<file path="config.mk">
export PLATFORM = sky130hd
export DESIGN_NAME = fir_stream_feeder
export DESIGN_NICKNAME = d
export VERILOG_FILES = /design/src/rtl/fir_stream_feeder.sv
export SDC_FILE = /design/constraint.sdc
export NUM_CORES = 1
export LEC_CHECK = 0
export ABC_AREA = 1
export CAP_MARGIN = 10
export CORE_ASPECT_RATIO = 0.6
export CORE_MARGIN = 1.5
export CORE_UTILIZATION = 36
export CTS_CLUSTER_DIAMETER = 50
export DETAILED_ROUTE_END_ITERATION = 12
export DONT_BUFFER_PORTS = 1
export GPL_ROUTABILITY_DRIVEN = 0
export GPL_TIMING_DRIVEN = 1
export PLACE_DENSITY_LB_ADDON = 0.12
export SLEW_MARGIN = 10
export SYNTH_ARGS = -nofsm -noshare
export SYNTH_HDL_FRONTEND = slang
export SYNTH_SLANG_ARGS = --single-unit
export TNS_END_PERCENT = 30
</file>
<file path="constraint.sdc">
create_clock -name clk -period 2.35 [get_ports clk]
set_clock_uncertainty 0.05 [all_clocks]
set_input_delay 0 -clock clk [delete_from_list [all_inputs] [get_ports clk]]
set_output_delay 0 -clock clk [all_outputs]
set_load 0.05 [all_outputs]
</file>
<file path="src/rtl/fir_stream_feeder.sv">
// Transmit-side sequencer for the FIR datapath: soft-resets the FIR, loads tap_count coefficients,
// streams the job's samples, drains the pipeline and counts the FIR output beats.
module fir_stream_feeder #(
   parameter  int unsigned MAX_TAPS   = 16,
   parameter  int unsigned SAMP_CNT_W = 16,
   localparam int unsigned TW         = $clog2(MAX_TAPS)
) (
   input  logic                  clk,
   input  logic                  rstn,
   input  logic                  cmd_valid,
   output logic                  cmd_ready,
   input  logic [TW-1:0]         cmd_taps,
   input  logic [SAMP_CNT_W-1:0] cmd_num_samples,
   input  logic                  s_coeff_valid,
   output logic                  s_coeff_ready,
   input  logic [15:0]           s_coeff_data,
   input  logic                  s_samp_valid,
   output logic                  s_samp_ready,
   input  logic [15:0]           s_samp_data,
   output logic                  fir_rstn,
   output logic [TW-1:0]         tap_count,
   output logic                  coeff_data_valid,
   output logic [15:0]           coeff_data,
   output logic                  input_data_valid,
   output logic [15:0]           input_data,
   output logic                  compute,
   input  logic                  fir_out_valid,
   output logic [SAMP_CNT_W-1:0] out_count,
   output logic                  busy,
   output logic                  done,
   output logic                  err_zero_taps
);

   typedef enum logic [2:0] {
      StIdle,
      StFirRst,
      StLoadCoeff,
      StStream,
      StDrain,
      StDone
   } state_e;

   state_e                state_q, state_d;
   logic                  phase_q, phase_d;
   logic [TW-1:0]         coeff_cnt_q, coeff_cnt_d;
   logic [SAMP_CNT_W-1:0] samples_left_q, samples_left_d;
   logic [TW-1:0]         tap_count_d;
   logic [SAMP_CNT_W-1:0] out_count_d;

   logic                  cmd_ready_d, s_coeff_ready_d, s_samp_ready_d, fir_rstn_d;
   logic                  coeff_data_valid_d, input_data_valid_d, compute_d;
   logic [15:0]           coeff_data_d, input_data_d;
   logic                  busy_d, done_d, err_zero_taps_d;

   logic cmd_hs, coeff_hs, samp_hs, job_start;

   // Ready outputs are registered, so each handshake is qualified by the flopped ready.
   assign cmd_hs    = cmd_valid & cmd_ready;
   assign coeff_hs  = s_coeff_valid & s_coeff_ready;
   assign samp_hs   = s_samp_valid & s_samp_ready;
   assign job_start = cmd_hs && (cmd_taps != '0);

   always_ff @(posedge clk) begin
      if (!rstn) begin
         state_q        <= StIdle;
         phase_q        <= 1'b0;
         coeff_cnt_q    <= '0;
         samples_left_q <= '0;
      end else begin
         state_q        <= state_d;
         phase_q        <= phase_d;
         coeff_cnt_q    <= coeff_cnt_d;
         samples_left_q <= samples_left_d;
      end
   end

   always_comb begin
      state_d        = state_q;
      phase_d        = phase_q;
      coeff_cnt_d    = coeff_cnt_q;
      samples_left_d = samples_left_q;
      tap_count_d    = tap_count;
      out_count_d    = out_count;
      unique case (state_q)
         StIdle: begin
            if (job_start) begin
               state_d        = StFirRst;
               phase_d        = 1'b0;
               coeff_cnt_d    = '0;
               tap_count_d    = cmd_taps;
               samples_left_d = cmd_num_samples;
               out_count_d    = '0;
            end
         end
         StFirRst: begin
            phase_d = 1'b1;
            if (phase_q) begin
               state_d = StLoadCoeff;
               phase_d = 1'b0;
            end
         end
         StLoadCoeff: begin
            if (coeff_hs) begin
               coeff_cnt_d = coeff_cnt_q + TW'(1);
               if (coeff_cnt_q == tap_count - TW'(1)) begin
                  state_d = (samples_left_q == '0) ? StDrain : StStream;
               end
            end
         end
         StStream: begin
            if (samp_hs) begin
               samples_left_d = samples_left_q - SAMP_CNT_W'(1);
               if (samples_left_q == SAMP_CNT_W'(1)) state_d = StDrain;
            end
         end
         StDrain: begin
            phase_d = 1'b1;
            if (phase_q) begin
               state_d = StDone;
               phase_d = 1'b0;
            end
         end
         StDone:  state_d = StIdle;
         default: state_d = StIdle;
      endcase
      if (state_q != StIdle && fir_out_valid) out_count_d = out_count + SAMP_CNT_W'(1);
   end

   // Outputs are decoded from the next state so that every registered output lines up with state_q.
   always_comb begin
      cmd_ready_d        = (state_d == StIdle);
      s_coeff_ready_d    = (state_d == StLoadCoeff);
      s_samp_ready_d     = (state_d == StStream) && (samples_left_d != '0);
      fir_rstn_d         = (state_d != StFirRst);
      coeff_data_valid_d = coeff_hs;
      coeff_data_d       = coeff_hs ? s_coeff_data : coeff_data;
      input_data_valid_d = samp_hs;
      input_data_d       = samp_hs ? s_samp_data : input_data;
      compute_d          = (state_d == StStream) || ((state_d == StDrain) && !phase_d);
      busy_d             = (state_d != StIdle);
      done_d             = (state_d == StDone);
      err_zero_taps_d    = (state_q == StIdle) && cmd_hs && (cmd_taps == '0);
   end

   always_ff @(posedge clk) begin
      if (!rstn) begin
         cmd_ready        <= 1'b0;
         s_coeff_ready    <= 1'b0;
         s_samp_ready     <= 1'b0;
         fir_rstn         <= 1'b0;
         tap_count        <= '0;
         coeff_data_valid <= 1'b0;
         coeff_data       <= '0;
         input_data_valid <= 1'b0;
         input_data       <= '0;
         compute          <= 1'b0;
         out_count        <= '0;
         busy             <= 1'b0;
         done             <= 1'b0;
         err_zero_taps    <= 1'b0;
      end else begin
         cmd_ready        <= cmd_ready_d;
         s_coeff_ready    <= s_coeff_ready_d;
         s_samp_ready     <= s_samp_ready_d;
         fir_rstn         <= fir_rstn_d;
         tap_count        <= tap_count_d;
         coeff_data_valid <= coeff_data_valid_d;
         coeff_data       <= coeff_data_d;
         input_data_valid <= input_data_valid_d;
         input_data       <= input_data_d;
         compute          <= compute_d;
         out_count        <= out_count_d;
         busy             <= busy_d;
         done             <= done_d;
         err_zero_taps    <= err_zero_taps_d;
      end
   end

endmodule

</file>
==> flow_summary.toml <==
[synthesis]
synthesis.area_sq_um = 4300
seq_area_frac_synth_pct = 40.0
synthesis.nets = 666
ys.flop_type = "dfxtp_1"
synthCells = 602
synth_warnings = 0
synth_cell_types = 47
synth_edf_count = 0
yosys_register_bits = 86
avgSynthCellArea_sq_um = 7.15
async_flop_share_pct = 0

[timing]
fin_crit_sh_pct = 85.4
setup_viol = 0
rsz0062_at_grt = "no"
min_period_ps = 2010
slew_headroom_pct = 60.2
hold_viol = 0
worst_slack_ps = 343
max_freq_mhz = 498
drv_slew = 0
worst_slew_pin_slew_ps = 596
tns_ps = 0

[clock_network]
htree_levels = 3
cts-resized-gates = 0
clockBufferDepth = 2
clk-insertion-delay-late_ps = 340
clk_pin_slew_ps = 70
numCtsBuffers = 9
root_buffer = "clkbuf_16"
cts_tree = "built"
clock-sinks = 86

[setup_path]
end_kind = "flop"
start_kind = "flop"
critical_path_class = "reg -> reg"
ff2ff_path_depth = 12
worst-endpoint-arrival_ps = 2200
path_max_fanout = 8
crit_required_ps = 2540

[hold_path]
hold_class = "in -> reg"
hold_depth = 3

[power]
powerDensity_nw_per_um2 = 696
vdd_drop_max_mv = 0.319
leakage_nw = 2.25

[global_routing]
antenna_found_initial = 0
grt_pass1_wl_um = 19100
grt_pass1_vias = 3763
grt.total_usage_pct = 19.8
grt_remaining_overflow = 0
grt_max_degree = 44

[die]
die_h_um = 87.7
core-area_sq_um = 11500
start_util_pct = 37.5
pin_count = 120
die_width_um = 144
die-area_sq_um = 12600
row_count = 30

[finish]
final_cell_mix = "nor2_1, nand2_1, dfxtp_1, dlygate4sd3_1, o21ai_0"
antenna_cells = 0
area_growth_pct = 28.8
finalNetCount = 743
regArea_sq_um = 1720
multi_input_area_sq_um = 2290
fill_cells = 1121
mostFrequentLayoutCell = "nor2_1"
drive_above_1_share_pct = 14.5

[drt]
wl_um = 12500
dr.pass1.iters = 5
routed_via_density = 4.95
via_count = 4176
wire_per_inst_um = 14.8
post-route-drc-count = 0
ant_nets = 0
first_iter_violations = 178

[status]
status = "complete, no violations"

[run]
max-cap-violations = 0

[placed_design]
portBuffers = 0
place_ws_ps = 381
dp_hpwl_um = 8920
-- cell families (layout without fill, tap and decap cells) --
| group | count (synthesis) | after routing | share of synthesized area, % |
|---|---|---|---|
| XOR/XNOR | 6 | 6 | 1.22 |
| buffers and inverters | 72 | 154 | 6.69 |
| AND/OR/NAND/NOR | 321 | 321 | 34.7 |
| flip-flops | 86 | 86 | 40.0 |
| AO/OA/AOI/OAI | 111 | 111 | 15.6 |
| adder cells (fa/ha/maj) | 6 | 6 | 1.74 |
-- cell usage after synthesis (all sizes together), types with 3 or more instances --
master | number | area share [%]
inv | 53 | 4.7
o211ai | 3 | 0.52
nand4 | 9 | 1.5
nor4 | 3 | 0.44
nand2 | 112 | 11
dfxtp | 86 | 40
xor2 | 4 | 0.81
ha | 6 | 1.7
clkbuf | 14 | 1.2
nor3 | 6 | 0.81
a21oi | 37 | 4.9
nor2 | 147 | 15
a22oi | 4 | 1.0
a31oi | 4 | 0.73
buf | 5 | 0.79
a221oi | 4 | 0.96
nand3 | 38 | 4.8
o21ai | 53 | 6.2
-- layer usage --
| layer | routed length (um) | vias to the layer above | track usage, % |
|---|---|---|---|
| met1 | 6290 | 1885 | 27.9 |
| met2 | 4840 | 154 | 29.1 |
| met4 | 107 | 0 | 5.51 |
| li1 | - | 2127 | - |
| met3 | 1260 | 10 | 6.23 |
| met5 | 0 | - | 0 |
-- flip-flops by register name, indices dropped and copies added (netlist names) --
name              flops
cmd_ready             1
input_data_valid      1
err_zero_taps         1
phase_q               1
s_samp_ready          1
samples_left_q       16
input_data           16
s_coeff_ready         1
compute               1
out_count            16
done                  1
busy                  1
coeff_data           16
coeff_cnt_q           4
state_q               3
fir_rstn              1
tap_count             4
coeff_data_valid      1
-- layout make-up --
type                            instances  share of cell area (%)
Multi-Input combinational cell        444                    41.4
Tap cell                              160                    3.61
Clock buffer                           10                    4.13
Timing Repair Buffer                   85                    14.2
Sequential cell                        86                    31.1
Inverter                               53                    3.63
Clock inverter                          6                    1.99
-- path summary, 6_finish.rpt --
kind	start	slack, ps	end
worst max register to register	samples_left_q[2]	340	s_samp_ready
worst min register to register	tap_count[0]	420	tap_count[0]
worst min-delay path	s_coeff_valid	10	coeff_data_valid
worst max-delay path	samples_left_q[2]	340	s_samp_ready
-- through the flow --
stage / hold WS, ps / instances / power (mW) / area, sq um / utilization [%]
6_report: 12.2 / 844 / 3.86 / 5540 / 48.3
3_5_place_dp: 104 / 772 / 2.16 / 4630 / 40.3
5_1_grt: 30.0 / 844 / 4.04 / 5540 / 48.3
3_3_place_gp: 93.4 / 772 / 2.16 / 4630 / 40.3
4_1_cts: 1.61 / 844 / 3.90 / 5540 / 48.3
2_1_floorplan: 88.3 / 602 / 2.03 / 4300 / -
-- power breakdown --
group / switching (mW) / total (mW) / internal [mW] / leakage [nW]
clock network: 0.600 / 1.64 / 1.04 / 0.159
logic: 0.407 / 0.651 / 0.245 / 1.40
registers: 0.0720 / 1.57 / 1.50 / 0.696
total: 1.08 / 3.86 / 2.78 / 2.25
-- worst max-delay path, cell delays in order (launching register included) --
cell,delay [ps]
dfxtp_1,360
nor2_1,110
nand2_1,130
nor2_2,370
nand3_1,130
nand2_1,80
nand2_1,60
a21oi_2,140
nand2_1,70
nor2_1,200
nand2_1,80
nor2_1,90
nor2_1,40
-- repair_timing --
action	CTS	global route
endpoints found under the hold margin	61	0
endpoints found under the setup margin	0	0
hold buffers	56	0
buffers inserted	0	0
Power figures use the tool's default switching activity.
